--- src/rtl/tdc_pkg.sv ---
// Shared constants and state encoding for the TDC result UART transmitter.
package tdc_pkg;

    localparam logic [7:0] SYNC_BYTE   = 8'hA5;
    localparam int         FRAME_BYTES = 3;

    typedef enum logic [1:0] {
        IDLE  = 2'd0,
        START = 2'd1,
        DATA  = 2'd2,
        STOP  = 2'd3
    } tx_state_e;

endpackage

--- src/rtl/uart_tx_byte.sv ---
// 8N1 byte serializer, LSB first. A start request sampled at the end of the
// stop bit chains the next byte with no idle gap.
module uart_tx_byte
    import tdc_pkg::*;
#(
    parameter int CLKS_PER_BIT = 868
) (
    input  logic       clk,
    input  logic       reset,
    input  logic       start,
    input  logic [7:0] data,
    output logic       ready,
    output logic       byte_done,
    output logic       tx
);

    localparam int CW = (CLKS_PER_BIT > 2) ? $clog2(CLKS_PER_BIT) : 1;

    tx_state_e   state_reg;
    logic [CW-1:0] baud_cnt_reg;
    logic [2:0]  bit_idx_reg;
    logic [7:0]  shift_reg;
    logic        tx_reg;
    logic        baud_wrap;

    assign baud_wrap = (baud_cnt_reg == CW'(CLKS_PER_BIT - 1));
    assign ready     = (state_reg == IDLE);
    assign byte_done = (state_reg == STOP) && baud_wrap;
    assign tx        = tx_reg;

    always_ff @(posedge clk) begin
        if (reset) begin
            state_reg    <= IDLE;
            baud_cnt_reg <= '0;
            bit_idx_reg  <= '0;
            shift_reg    <= '0;
            tx_reg       <= 1'b1;
        end else begin
            case (state_reg)
                IDLE: begin
                    if (start) begin
                        state_reg    <= START;
                        shift_reg    <= data;
                        baud_cnt_reg <= '0;
                        tx_reg       <= 1'b0;
                    end
                end
                START: begin
                    if (baud_wrap) begin
                        state_reg    <= DATA;
                        bit_idx_reg  <= '0;
                        baud_cnt_reg <= '0;
                        tx_reg       <= shift_reg[0];
                    end else begin
                        baud_cnt_reg <= baud_cnt_reg + CW'(1);
                    end
                end
                DATA: begin
                    if (baud_wrap) begin
                        baud_cnt_reg <= '0;
                        if (bit_idx_reg == 3'd7) begin
                            state_reg <= STOP;
                            tx_reg    <= 1'b1;
                        end else begin
                            bit_idx_reg <= bit_idx_reg + 3'd1;
                            shift_reg   <= shift_reg >> 1;
                            tx_reg      <= shift_reg[1];
                        end
                    end else begin
                        baud_cnt_reg <= baud_cnt_reg + CW'(1);
                    end
                end
                STOP: begin
                    if (baud_wrap) begin
                        baud_cnt_reg <= '0;
                        // Back-to-back bytes go straight into the next start bit
                        if (start) begin
                            state_reg <= START;
                            shift_reg <= data;
                            tx_reg    <= 1'b0;
                        end else begin
                            state_reg <= IDLE;
                            tx_reg    <= 1'b1;
                        end
                    end else begin
                        baud_cnt_reg <= baud_cnt_reg + CW'(1);
                    end
                end
                default: begin
                    state_reg <= IDLE;
                    tx_reg    <= 1'b1;
                end
            endcase
        end
    end

endmodule

--- src/rtl/tdc_result_tx.sv ---
// Sends each accepted TDC measurement as a SYNC / DATA / CHK frame over UART,
// with CHK = SYNC ^ DATA.
module tdc_result_tx
    import tdc_pkg::*;
#(
    parameter int CLKS_PER_BIT = 868,
    parameter int NUM_STAGES   = 5
) (
    input  logic                  clk,
    input  logic                  reset,
    input  logic                  meas_valid,
    input  logic [NUM_STAGES-1:0] meas_data,
    output logic                  meas_ready,
    output logic                  tx,
    output logic                  busy
);

    if (NUM_STAGES < 1 || NUM_STAGES > 8) begin : g_bad_stages
        $error("tdc_result_tx: NUM_STAGES must be 1..8");
    end
    if (CLKS_PER_BIT < 2) begin : g_bad_baud
        $error("tdc_result_tx: CLKS_PER_BIT must be >= 2");
    end

    logic [7:0] meas_byte;
    logic [7:0] data_byte_reg;
    logic [7:0] chk_reg;
    logic [1:0] byte_idx_reg;
    logic       busy_reg;
    logic       byte_ready;
    logic       byte_done;
    logic       byte_start;
    logic [7:0] byte_data;
    logic       accept;

    genvar gi;
    generate
        for (gi = 0; gi < 8; gi++) begin : g_zext
            if (gi < NUM_STAGES) begin : g_bit
                assign meas_byte[gi] = meas_data[gi];
            end else begin : g_zero
                assign meas_byte[gi] = 1'b0;
            end
        end
    endgenerate

    assign meas_ready = byte_ready;
    assign busy       = busy_reg;
    assign accept     = meas_valid && byte_ready;

    // While idle the serializer is offered the sync byte; mid-frame it is
    // offered the byte that follows the one currently in its stop bit.
    assign byte_start = byte_ready ? meas_valid
                                   : (byte_idx_reg < 2'(FRAME_BYTES - 1));
    assign byte_data  = byte_ready ? SYNC_BYTE
                      : (byte_idx_reg == 2'd0) ? data_byte_reg : chk_reg;

    always_ff @(posedge clk) begin
        if (reset) begin
            data_byte_reg <= '0;
            chk_reg       <= '0;
            byte_idx_reg  <= '0;
            busy_reg      <= 1'b0;
        end else if (accept) begin
            data_byte_reg <= meas_byte;
            chk_reg       <= SYNC_BYTE ^ meas_byte;
            byte_idx_reg  <= '0;
            busy_reg      <= 1'b1;
        end else if (byte_done) begin
            if (byte_idx_reg < 2'(FRAME_BYTES - 1)) begin
                byte_idx_reg <= byte_idx_reg + 2'd1;
            end else begin
                busy_reg <= 1'b0;
            end
        end
    end

    uart_tx_byte #(
        .CLKS_PER_BIT(CLKS_PER_BIT)
    ) u_byte (
        .clk       (clk),
        .reset     (reset),
        .start     (byte_start),
        .data      (byte_data),
        .ready     (byte_ready),
        .byte_done (byte_done),
        .tx        (tx)
    );

endmodule

--- config.mk ---
export PLATFORM = sky130hd
export DESIGN_NAME = tdc_result_tx
export DESIGN_NICKNAME = d
export VERILOG_FILES = /design/src/rtl/tdc_pkg.sv /design/src/rtl/uart_tx_byte.sv /design/src/rtl/tdc_result_tx.sv
export SDC_FILE = /design/constraint.sdc
export NUM_CORES = 1
export LEC_CHECK = 0
export BUFFER_PORTS_ARGS = -buffer_cell sky130_fd_sc_hd__buf_4
export CAP_MARGIN = 10
export CORE_MARGIN = 2
export CORE_UTILIZATION = 60
export DETAILED_ROUTE_END_ITERATION = 6
export PLACE_DENSITY = 0.81
export SKIP_CTS_REPAIR_TIMING = 1
export SYNTH_ARGS = -nofsm -noshare
export SYNTH_HDL_FRONTEND = slang
export SYNTH_HIERARCHICAL = 1
export SYNTH_SLANG_ARGS = --single-unit
--- constraint.sdc ---
create_clock -name clk -period 2.75 [get_ports clk]
set_input_delay 0.55 -clock clk [delete_from_list [all_inputs] [get_ports clk]]
set_output_delay 0.55 -clock clk [all_outputs]
set_load 0.03 [all_outputs]
==> impl_results.md, run 1 <==
* Min cycle time layout at 2.44 ns
* Leakage dissipation at 0.745 nW
* Antenna Violating Nets Remaining at 0
* WP data required at 3.01 ns
* Vias in the first global route at 1551
* Clk sinks at 35
* Number of synthesized flops with an enable pin at 0
* Synth area leader: dfxtp_1
* Pre-antenna DRT Iters at 4
* Reg area at 701 µm²
* Htree depth at 2
* Hpwl dp at 2780 µm
* Sum of negative setup slack at 0 ns
* Skew final at 0.00609 ns
* Chip width at 60.3 µm
* Root buffer cell: clkbuf_4
* Cts bufs inserted at 5
* Initial antenna violation count at 0
* First-pass GRT wire length at 6760 µm
* WL/cell at 14.6 µm
* Synth top area share at 36.9%
* Crit path max fanout at 15
* Gr ovfl total at 0
* DIE AREA at 3630 µm²
* HP Class: reg -> reg
* Ant diodes at 0
* Fraction of registers with async set/reset at 0%
* Number of flip-flops in the largest register at 10
* GRT Total Usage at 25.1%
* Slew of the pin with the lowest slew margin at 0.614 ns
* CORE AREA at 3030 µm²
* Critical Path End Type: flip-flop
* Final hold violations at 0
* Largest net degree at the start of global routing at 36
* Tot Pwr at 1.80 mW
* Post-synth cell types at 48
* Status: finished clean
* Max cap viols at 0
* WL final at 4000 µm
* Vias at 1624
* Max-slew violations at 0
* Fillers at 255
* Worst Hold Path Cells at 2
* Area contributors post-synth: dfxtp_1, ha_1, a21oi_1
* WP data arrival at 2.69 ns
* Syn_nets at 239
* Prevailing post-synth register cell: dfxtp_1
* # nets final at 248
* Worst vdd ir at 0.683 mV
* P&R area growth vs syn at 7.05%
* Sequential area share after synthesis at 36.9%
* RSZ-0062 raised after global routing: false
* Gpl congestion at 0.846
* Boundary pin count at 11
* Slew Limit Headroom at 59.0%
* Vias per inst at 5.93
* Row count at 20
* Power per cell area at 884 nW/µm²
* Cell count after placement at 268
* R2R depth at 8
* DRT iter0 DRCs at 122
* #FFs+latches synth at 35
* Initial Utilization at 62.7%
* Crit path kind: reg -> reg
* Post-Syn Area at 1900 µm²
* Final setup viols at 0
* Fin cells at 274
* Clk Latency, worst-skew pair at 0.33 ns
* Synth warn at 6
* Achievable clock frequency at 411 MHz
* Crit share post-route at 88.6%
* Crit start category: flip-flop
* Buffers on Ports at 10
* Post-Synthesis Cells at 222
* Die Y-Extent at 60.3 µm
* Footprint of the multi-input gates at 1120 µm²
* Share of cells above drive strength 1 at 11.7%
* CTS Buffer Depth at 2
* CTS tree: built
* Syn avg cell area at 8.56 µm²
* DRC violations left at 0
* Clock transition at path regs at 0.09 ns
## kinds of logic (layout without fill, tap and decap cells)
group | after synthesis | in the layout | synth area share (%)
AO/OA/AOI/OAI | 65 | 65 | 23.6
XOR/XNOR | 1 | 1 | 0.461
adder cells (fa/ha/maj) | 9 | 9 | 5.93
buffers and inverters | 17 | 25 | 4.41
flip-flops | 35 | 35 | 36.9
multiplexers | 8 | 8 | 4.22
other | 1 | 1 | 0.197
AND/OR/NAND/NOR | 86 | 86 | 24.3
## layout by cell type (no fill, tap or decap), types with 2 or more instances in the layout
cell,netlist,routed
nand3b_1,2,2
dfxtp_1,35,35
o21ai_0,11,11
inv_1,7,7
a31oi_2,2,2
mux2i_1,8,8
a31oi_1,4,4
a22oi_1,3,3
nor3_1,5,5
clkbuf_4,0,5
and2_1,3,3
o211ai_1,2,2
nand2b_1,5,5
and2b_1,4,4
buf_4,1,12
a211oi_1,3,3
nand2_1,25,25
a21oi_1,22,22
a21o_1,3,3
a32oi_1,2,2
a211o_1,3,3
nor2b_1,4,3
or3_1,9,9
or4_1,2,2
nand3_1,5,5
ha_1,9,8
nor2_1,15,15
## final timing paths
path                                     startpoint                  end  slack, ns
worst max register to register  u_byte/state_reg[0]  u_byte/shift_reg[4]       0.31
worst min register to register     data_byte_reg[2]     data_byte_reg[2]       0.46
worst max-delay path            u_byte/state_reg[0]  u_byte/shift_reg[4]       0.31
worst min-delay path               data_byte_reg[2]     data_byte_reg[2]       0.46
## metrics by stage
stage                     setup slack (ns)  instance area, µm²  utilization (%)  hold slack [ns]
final                                0.314                2030             67.1            0.461
after global routing                 0.143                2030             67.1            0.457
after floorplan                      0.363                1900                -            0.432
after CTS                            0.140                2030             67.0            0.455
after detailed placement             0.172                1990             65.6            0.451
after global placement               0.457                1990             65.6            0.442
## cell type report
cell class                      instances  area share [%]
Clock buffer                            6            2.03
Inverter                                7            1.29
Multi-Input combinational cell        170            55.1
Sequential cell                        35            34.5
Tap cell                               44            2.71
Timing Repair Buffer                   12            4.43
## cells in the mapped netlist, types with 4 or more instances
library cell / n
inv_1: 7
nand2_1: 25
nor2b_1: 4
clkbuf_1: 6
nand3_1: 5
nand2b_1: 5
or3_1: 9
a31oi_1: 4
o21ai_0: 11
a21oi_1: 22
dfxtp_1: 35
and2b_1: 4
nor3_1: 5
nor2_1: 15
ha_1: 9
mux2i_1: 8
## per-layer routing
metal	global-route usage [%]	vias to the layer above	wire, µm
met2	40.4	49	1920
met5	0	-	0
met4	8.25	0	51
li1	-	816	-
met1	31.7	749	1820
met3	8.23	10	201
## critical path, stage by stage, from the launching register on
cell,delay [ns]
dfxtp_1,0.35
inv_1,0.16
ha_2,0.32
nand2_1,0.20
o21ai_0,0.27
nand2b_1,0.16
a21o_1,0.34
or3_1,0.39
a21oi_1,0.17
## power breakdown
part	total [mW]	leakage (nW)	internal (mW)	switching (mW)
logic	0.910	0.435	0.347	0.563
clock network	0.241	0.0242	0.0908	0.150
registers	0.647	0.285	0.593	0.0539
total	1.80	0.745	1.03	0.767
Note: power is estimated with default switching activity, not from simulation.
==> run 2, diff against run 1 <==
--- a/config.mk
+++ b/config.mk
@@ -10,6 +10,7 @@
 export CORE_MARGIN = 2
 export CORE_UTILIZATION = 60
 export DETAILED_ROUTE_END_ITERATION = 6
+export MAX_ROUTING_LAYER = met4
 export PLACE_DENSITY = 0.81
 export SKIP_CTS_REPAIR_TIMING = 1
 export SYNTH_ARGS = -nofsm -noshare
==> constraint.sdc (replaced) <==
create_clock -name clk -period 3 [get_ports clk]
set_input_delay 0.6 -clock clk [delete_from_list [all_inputs] [get_ports clk]]
set_output_delay 0.6 -clock clk [all_outputs]
set_load 0.03 [all_outputs]
==> impl_results.md, run 2 (synthesis gave the netlist of run 1 again) <==
* Final hold violations at 0 (unchanged)
* Sum of negative setup slack at 0 ns (unchanged)
* Gpl congestion at 0.818 (-3.2%)
* GRT Total Usage at 26.3% (+1.2 points)
* P&R area growth vs syn at 7.84%
* Cts bufs inserted at 5 (unchanged)
* Slew Limit Headroom at 58.6% (-0.48 points)
* CTS tree: built
* Crit-path cells: inv_1, ha_1, buf_4, o21ai_0, nand2b_1, a21o_1, or3_1, a21oi_1
* Die Y-Extent at 60.3 µm (unchanged)
* Pre-antenna DRT Iters at 4 (unchanged)
* Row count at 20 (unchanged)
* Achievable clock frequency at 394 MHz (-4.1%)
* WL/cell at 14.5 µm (-0.56%)
* CTS Buffer Depth at 2 (unchanged)
* Reg area at 701 µm² (unchanged)
* Cell count after placement at 269 (+0.37%)
* Crit share post-route at 84.6% (-3.9 points)
* RSZ-0062 raised after global routing: false
* Hpwl dp at 2850 µm (+2.5%)
* Htree depth at 2 (unchanged)
* Final setup viols at 0 (unchanged)
* Vias in the first global route at 1526 (-1.6%)
* Clock transition at path regs at 0.11 ns (+0.02 ns)
* Antenna Violating Nets Remaining at 0 (unchanged)
* Buffers on Ports at 10 (unchanged)
* Critical Path Max Stage Delay at 0.48 ns (+0.09 ns)
* # nets final at 249 (+0.40%)
* Clk sinks at 35 (unchanged)
* DRC violations left at 0 (unchanged)
* Worst vdd ir at 0.473 mV (-31%)
* Min cycle time layout at 2.54 ns (+0.103 ns)
* Max-slew violations at 0 (unchanged)
* Root buffer cell: clkbuf_4
* Critical Path End Type: flip-flop
* Status: finished clean
* WP data required at 3.28 ns (+0.27 ns)
* Boundary pin count at 11 (unchanged)
* Leakage dissipation at 0.753 nW (+1.2%)
* Tot Pwr at 1.67 mW (-7.0%)
* DRT iter0 DRCs at 98 (-20%)
* Max cap viols at 0 (unchanged)
* Commonest non-fill, non-tap cell in the layout: dfxtp_1
* Place WS at 0.558 ns (+0.386 ns)
* CP max-delay cell: o21ai_0
* Number of flip-flops in the largest register at 10 (unchanged)
* Vias at 1637 (+0.80%)
* Most frequent cells in the layout: dfxtp_1, nand2_1, a21oi_1
* Gr ovfl total at 0 (unchanged)
* Footprint of the multi-input gates at 1110 µm² (-0.45%)
* HP Class: reg -> reg
* Initial Utilization at 62.7% (unchanged)
* WL final at 4020 µm (+0.53%)
* Final WS setup at 0.461 ns (+0.147 ns)
* CORE AREA at 3030 µm² (unchanged)
* Fillers at 266 (+4.3%)
* Initial antenna violation count at 0 (unchanged)
* Skew final at 0.0121 ns (+0.00602 ns)
* Clk Latency, worst-skew pair at 0.35 ns (+0.02 ns)
* Crit path max fanout at 20 (+5)
* Fin cells at 277 (+1.1%)
* Power per cell area at 816 nW/µm² (-7.7%)
* Crit start category: flip-flop
* Chip width at 60.3 µm (unchanged)
* WP data arrival at 2.82 ns (+0.13 ns)
* DIE AREA at 3630 µm² (unchanged)
* Ant diodes at 0 (unchanged)
* Vias per inst at 5.91 (-0.29%)
* Share of cells above drive strength 1 at 12.0% (+0.28 points)
* Largest net degree at the start of global routing at 36 (unchanged)
* Slew of the pin with the lowest slew margin at 0.622 ns (+0.00718 ns)
* First-pass GRT wire length at 6900 µm (+2.0%)
* Crit path kind: reg -> reg
==> run 2: changes by cell type in the layout (fill, tap and decap cells not counted) <==
cell        delta
buf_4          +1
clkinv_2       +1
clkinvlp_4     +1
ha_1           +1
ha_2           -1
nor2b_1        +1
nor2b_2        -1
==> run 2: area by class of cell <==
class | instances | share of cell area [%]
Sequential cell | 35 | 34.2
Clock buffer | 6 | 2.02
Clock inverter | 2 | 0.611
Multi-Input combinational cell | 170 | 54.4
Timing Repair Buffer | 13 | 4.76
Tap cell | 44 | 2.69
Inverter | 7 | 1.28
==> run 2: worst paths after layout <==
check	start	cells after the start	end	slack, ns
max	u_byte/state_reg[0]	8	u_byte/shift_reg[1]	0.46
min	chk_reg[3]	2	chk_reg[3]	0.46
max reg2reg	u_byte/state_reg[0]	8	u_byte/shift_reg[1]	0.46
min reg2reg	chk_reg[3]	2	chk_reg[3]	0.46
==> run 2: critical path: cells and delay by family, from the launching register on <==
kind                       cells  cell delay [ns]
buffers and inverters          2             0.32
adders and majority gates      1             0.23
and+or+nand+nor                2             0.56
AOI/OAI and AO/OA              3             0.97
DFF                            1             0.39
==> run 2: through the flow <==
stage	hold WS [ns]	utilization (%)	instance area [µm²]
floorplan	0.432	-	1900
global placement	0.442	65.9	1990
detailed placement	0.449	65.9	1990
CTS	0.466	67.6	2050
global route	0.487	67.6	2050
finish	0.465	67.6	2050
==> run 2: per-layer routing <==
metal	track usage (%)	vias up	routed length (µm)
met4	7.62	0	46
met1	34.1	770	1860
met2	39.8	34	1910
met3	7.58	6	202
li1	-	827	-
met5	-	-	0
==> run 2: power breakdown <==
group	total (mW)	internal (mW)	switching, mW
Combinational	0.827	0.318	0.509
Sequential	0.594	0.544	0.0500
Clock	0.251	0.0904	0.160
Total	1.67	0.952	0.719
==> run 3, diff against run 2 <==
--- a/config.mk
+++ b/config.mk
@@ -5,6 +5,7 @@
 export SDC_FILE = /design/constraint.sdc
 export NUM_CORES = 1
 export LEC_CHECK = 0
+export ABC_AREA = 1
 export BUFFER_PORTS_ARGS = -buffer_cell sky130_fd_sc_hd__buf_4
 export CAP_MARGIN = 10
 export CORE_MARGIN = 2
==> constraint.sdc (replaced) <==
create_clock -name clk -period 2.45 [get_ports clk]
set_input_delay 0.49 -clock clk [delete_from_list [all_inputs] [get_ports clk]]
set_output_delay 0.49 -clock clk [all_outputs]
set_load 0.03 [all_outputs]
==> impl_results.md, run 3 <==
* Area contributors post-synth: dfxtp_1, nand2_1, nor2_1
* Slew Limit Headroom at 66.7% (+8.1 points)
* Gpl congestion at 0.808 (-1.2%)
* Status: finished clean
* Achievable clock frequency at 488 MHz (+24%)
* CORE AREA at 3030 µm² (unchanged)
* Vias in the first global route at 1499 (-1.8%)
* Clock power share at 15.8% (+0.8 points)
* Number of flip-flops in the largest register at 10 (unchanged)
* Commonest non-fill, non-tap cell in the layout: nand2_1
* Critical path's most frequent cell: nor2_1
* Top-count cell post-synth: nand2_1
* Syn_nets at 298 (+25%)
* Slew of the pin with the lowest slew margin at 0.498 ns (-0.123 ns)
* WL/cell at 10.4 µm (-28%)
* Reg area at 701 µm² (unchanged)
* Skew final at 0.00974 ns (-0.00237 ns)
* DRC violations left at 0 (unchanged)
* Sequential Power Share at 38.4% (+2.9 points)
* CP max-delay cell: o21ai_0
* WP data arrival at 2.29 ns (-0.53 ns)
* Critical Path Max Stage Delay at 0.42 ns (-0.06 ns)
* Initial Utilization at 62.5% (-0.25 points)
* Crit path kind: reg -> reg
* Buffers on Ports at 10 (unchanged)
* Clk Latency, worst-skew pair at 0.34 ns (about the same)
* P&R area growth vs syn at 8.27%
* Synth warn at 6 (unchanged)
* Worst vdd ir at 0.555 mV (+17%)
* Ant diodes at 0 (unchanged)
* Clock transition at path regs at 0.11 ns (about the same)
* #FFs+latches synth at 35 (unchanged)
* Cts bufs inserted at 5 (unchanged)
* Row count at 20 (unchanged)
* Fillers at 287 (+7.9%)
* Crit start category: flip-flop
* Largest net degree at the start of global routing at 21 (-42%)
* Share of cells above drive strength 1 at 9.46% (-2.6 points)
* Post-Synthesis Cells at 281 (+27%)
* Hold_ws at 0.375 ns (-0.0900 ns)
* Initial antenna violation count at 0 (unchanged)
* GRT Total Usage at 23.9% (-2.5 points)
* Bufs and invs on worst path at 1 (-1)
* Antenna Violating Nets Remaining at 0 (unchanged)
* First-pass GRT wire length at 6240 µm (-9.6%)
* RSZ-0062 raised after global routing: false
* WP data required at 2.69 ns (-0.59 ns)
* Pre-antenna DRT Iters at 4 (unchanged)
* HP Class: in -> reg
* Synth area leader: dfxtp_1
* Max cap viols at 0 (unchanged)
* Gr ovfl total at 0 (unchanged)
* Power per cell area at 944 nW/µm² (+16%)
* Min cycle time layout at 2.05 ns (-0.492 ns)
* Tot Pwr at 1.93 mW (+16%)
* Synth top area share at 37.0% (+0.15 points)
* Number of synthesized flops with an enable pin at 0 (unchanged)
* DRT iter0 DRCs at 79 (-19%)
* Max-slew violations at 0 (unchanged)
* CTS Buffer Depth at 2 (unchanged)
* Leakage dissipation at 0.915 nW (+22%)
* Crit-path cells: inv_1, ha_1, o21ai_0, nand2_1, a21oi_4, nand3_4, nor2_1, nor2_1
* Most frequent cells in the layout: nand2_1, nor2_1, inv_1, dfxtp_1, a21oi_1
* Switching Fraction at 42.8% (-0.24 points)
* WL final at 3540 µm (-12%)
* Vias at 1697 (+3.7%)
* Crit share post-route at 83.6% (-1.1 points)
* Chip width at 60.2 µm (-0.19%)
* Fin util at 67.6% (unchanged)
* Hpwl dp at 2620 µm (-7.8%)
* Fraction of registers with async set/reset at 0% (unchanged)
* Sum of negative setup slack at 0 ns (unchanged)
* Crit-path leading delay family: compound AO/OA/AOI/OAI gates
* Htree depth at 2 (unchanged)
* Critical Path End Type: flip-flop
* Vias per inst at 4.99 (-16%)
* Final setup viols at 0 (unchanged)
* Logic pwr share at 45.9% (-3.6 points)
* CTS tree: built
* Sequential area share after synthesis at 37.0% (+0.15 points)
* Root buffer cell: clkbuf_4
* DIE AREA at 3620 µm² (-0.38%)
* Post-synth cell types at 28 (-42%)
* # nets final at 312 (+25%)
* Final hold violations at 0 (unchanged)
* Prevailing post-synth register cell: dfxtp_1
* Syn avg cell area at 6.73 µm² (-21%)
* Clk sinks at 35 (unchanged)
* Crit path max fanout at 14 (-30%)
* Sw power at 0.828 mW (+15%)
* Internal power at 1.11 mW (+16%)
* Boundary pin count at 11 (unchanged)
* Die Y-Extent at 60.2 µm (-0.19%)
* Footprint of the multi-input gates at 1000 µm² (-10%)
* Post-Syn Area at 1890 µm² (-0.40%)
* Post-synth top cells: nand2_1, nor2_1, dfxtp_1, inv_1, a21oi_1
-- run 3: changes by cell type after synthesis, sizes merged, moves of 7 or more --
cell	previous run	this run
inv	7	37
mux2i	8	1
nand2	25	79
nand3	5	18
nor2	15	41
or3	9	0
-- run 3: per-stage QoR --
stage	setup WS (ns)	std cells	instance area [µm²]
final	0.403	340	2050
after global routing	0.172	340	2050
after CTS	0.405	340	2050
after detailed placement	0.435	332	2000
after global placement	0.499	332	2000
after floorplan	0.292	281	1890
-- run 3: cells by family after synthesis --
kind of cell | Yosys count | share of synthesized area (%)
AO/OA/AOI/OAI | 42 | 12.3
XOR/XNOR | 1 | 0.463
adder cells (fa/ha/maj) | 9 | 5.95
buffers and inverters | 43 | 9.99
flip-flops | 35 | 37.0
multiplexers | 1 | 0.529
other | 1 | 0.198
AND/OR/NAND/NOR | 149 | 33.5
-- run 3: power by group through the flow --
stage | logic (mW) | clock network [mW] | registers (mW)
floorplan | 0.727 | 0 | 0.765
global placement | 0.879 | 0 | 0.751
detailed placement | 0.892 | 0 | 0.754
CTS | 0.894 | 0.316 | 0.742
global route | 1.01 | 0.341 | 0.758
finish | 0.887 | 0.305 | 0.742
-- run 3: metal layers --
layer	GRT usage (%)	routed length, µm
met2	37.9	1700
met4	11.4	100
met1	28.1	1630
met5	-	0
met3	5.84	100
-- run 3: final cells by class --
cell class              count  area share (%)
flip-flops and latches     35            34.2
clock buffers               5            1.83
clock inverters             3           0.733
repair buffers             12            4.40
inverters                  38            7.21
well taps                  44            2.69
multi-input cells         203            48.9
-- run 3: worst paths after layout --
kind                        from                  end  slack, ns  depth (start not counted)
min                 meas_data[1]           chk_reg[1]       0.37                          3
min reg2reg           chk_reg[5]           chk_reg[5]       0.46                          2
max reg2reg  u_byte/state_reg[0]  u_byte/shift_reg[6]       0.40                          8
max          u_byte/state_reg[0]  u_byte/shift_reg[6]       0.40                          8
-- run 3: tightest hold or removal path: cells and delay by family --
family	cells	cell delay [ns]
AOI/OAI and AO/OA	1	0.06
buffers and inverters	1	0.08
and+or+nand+nor	1	0.07
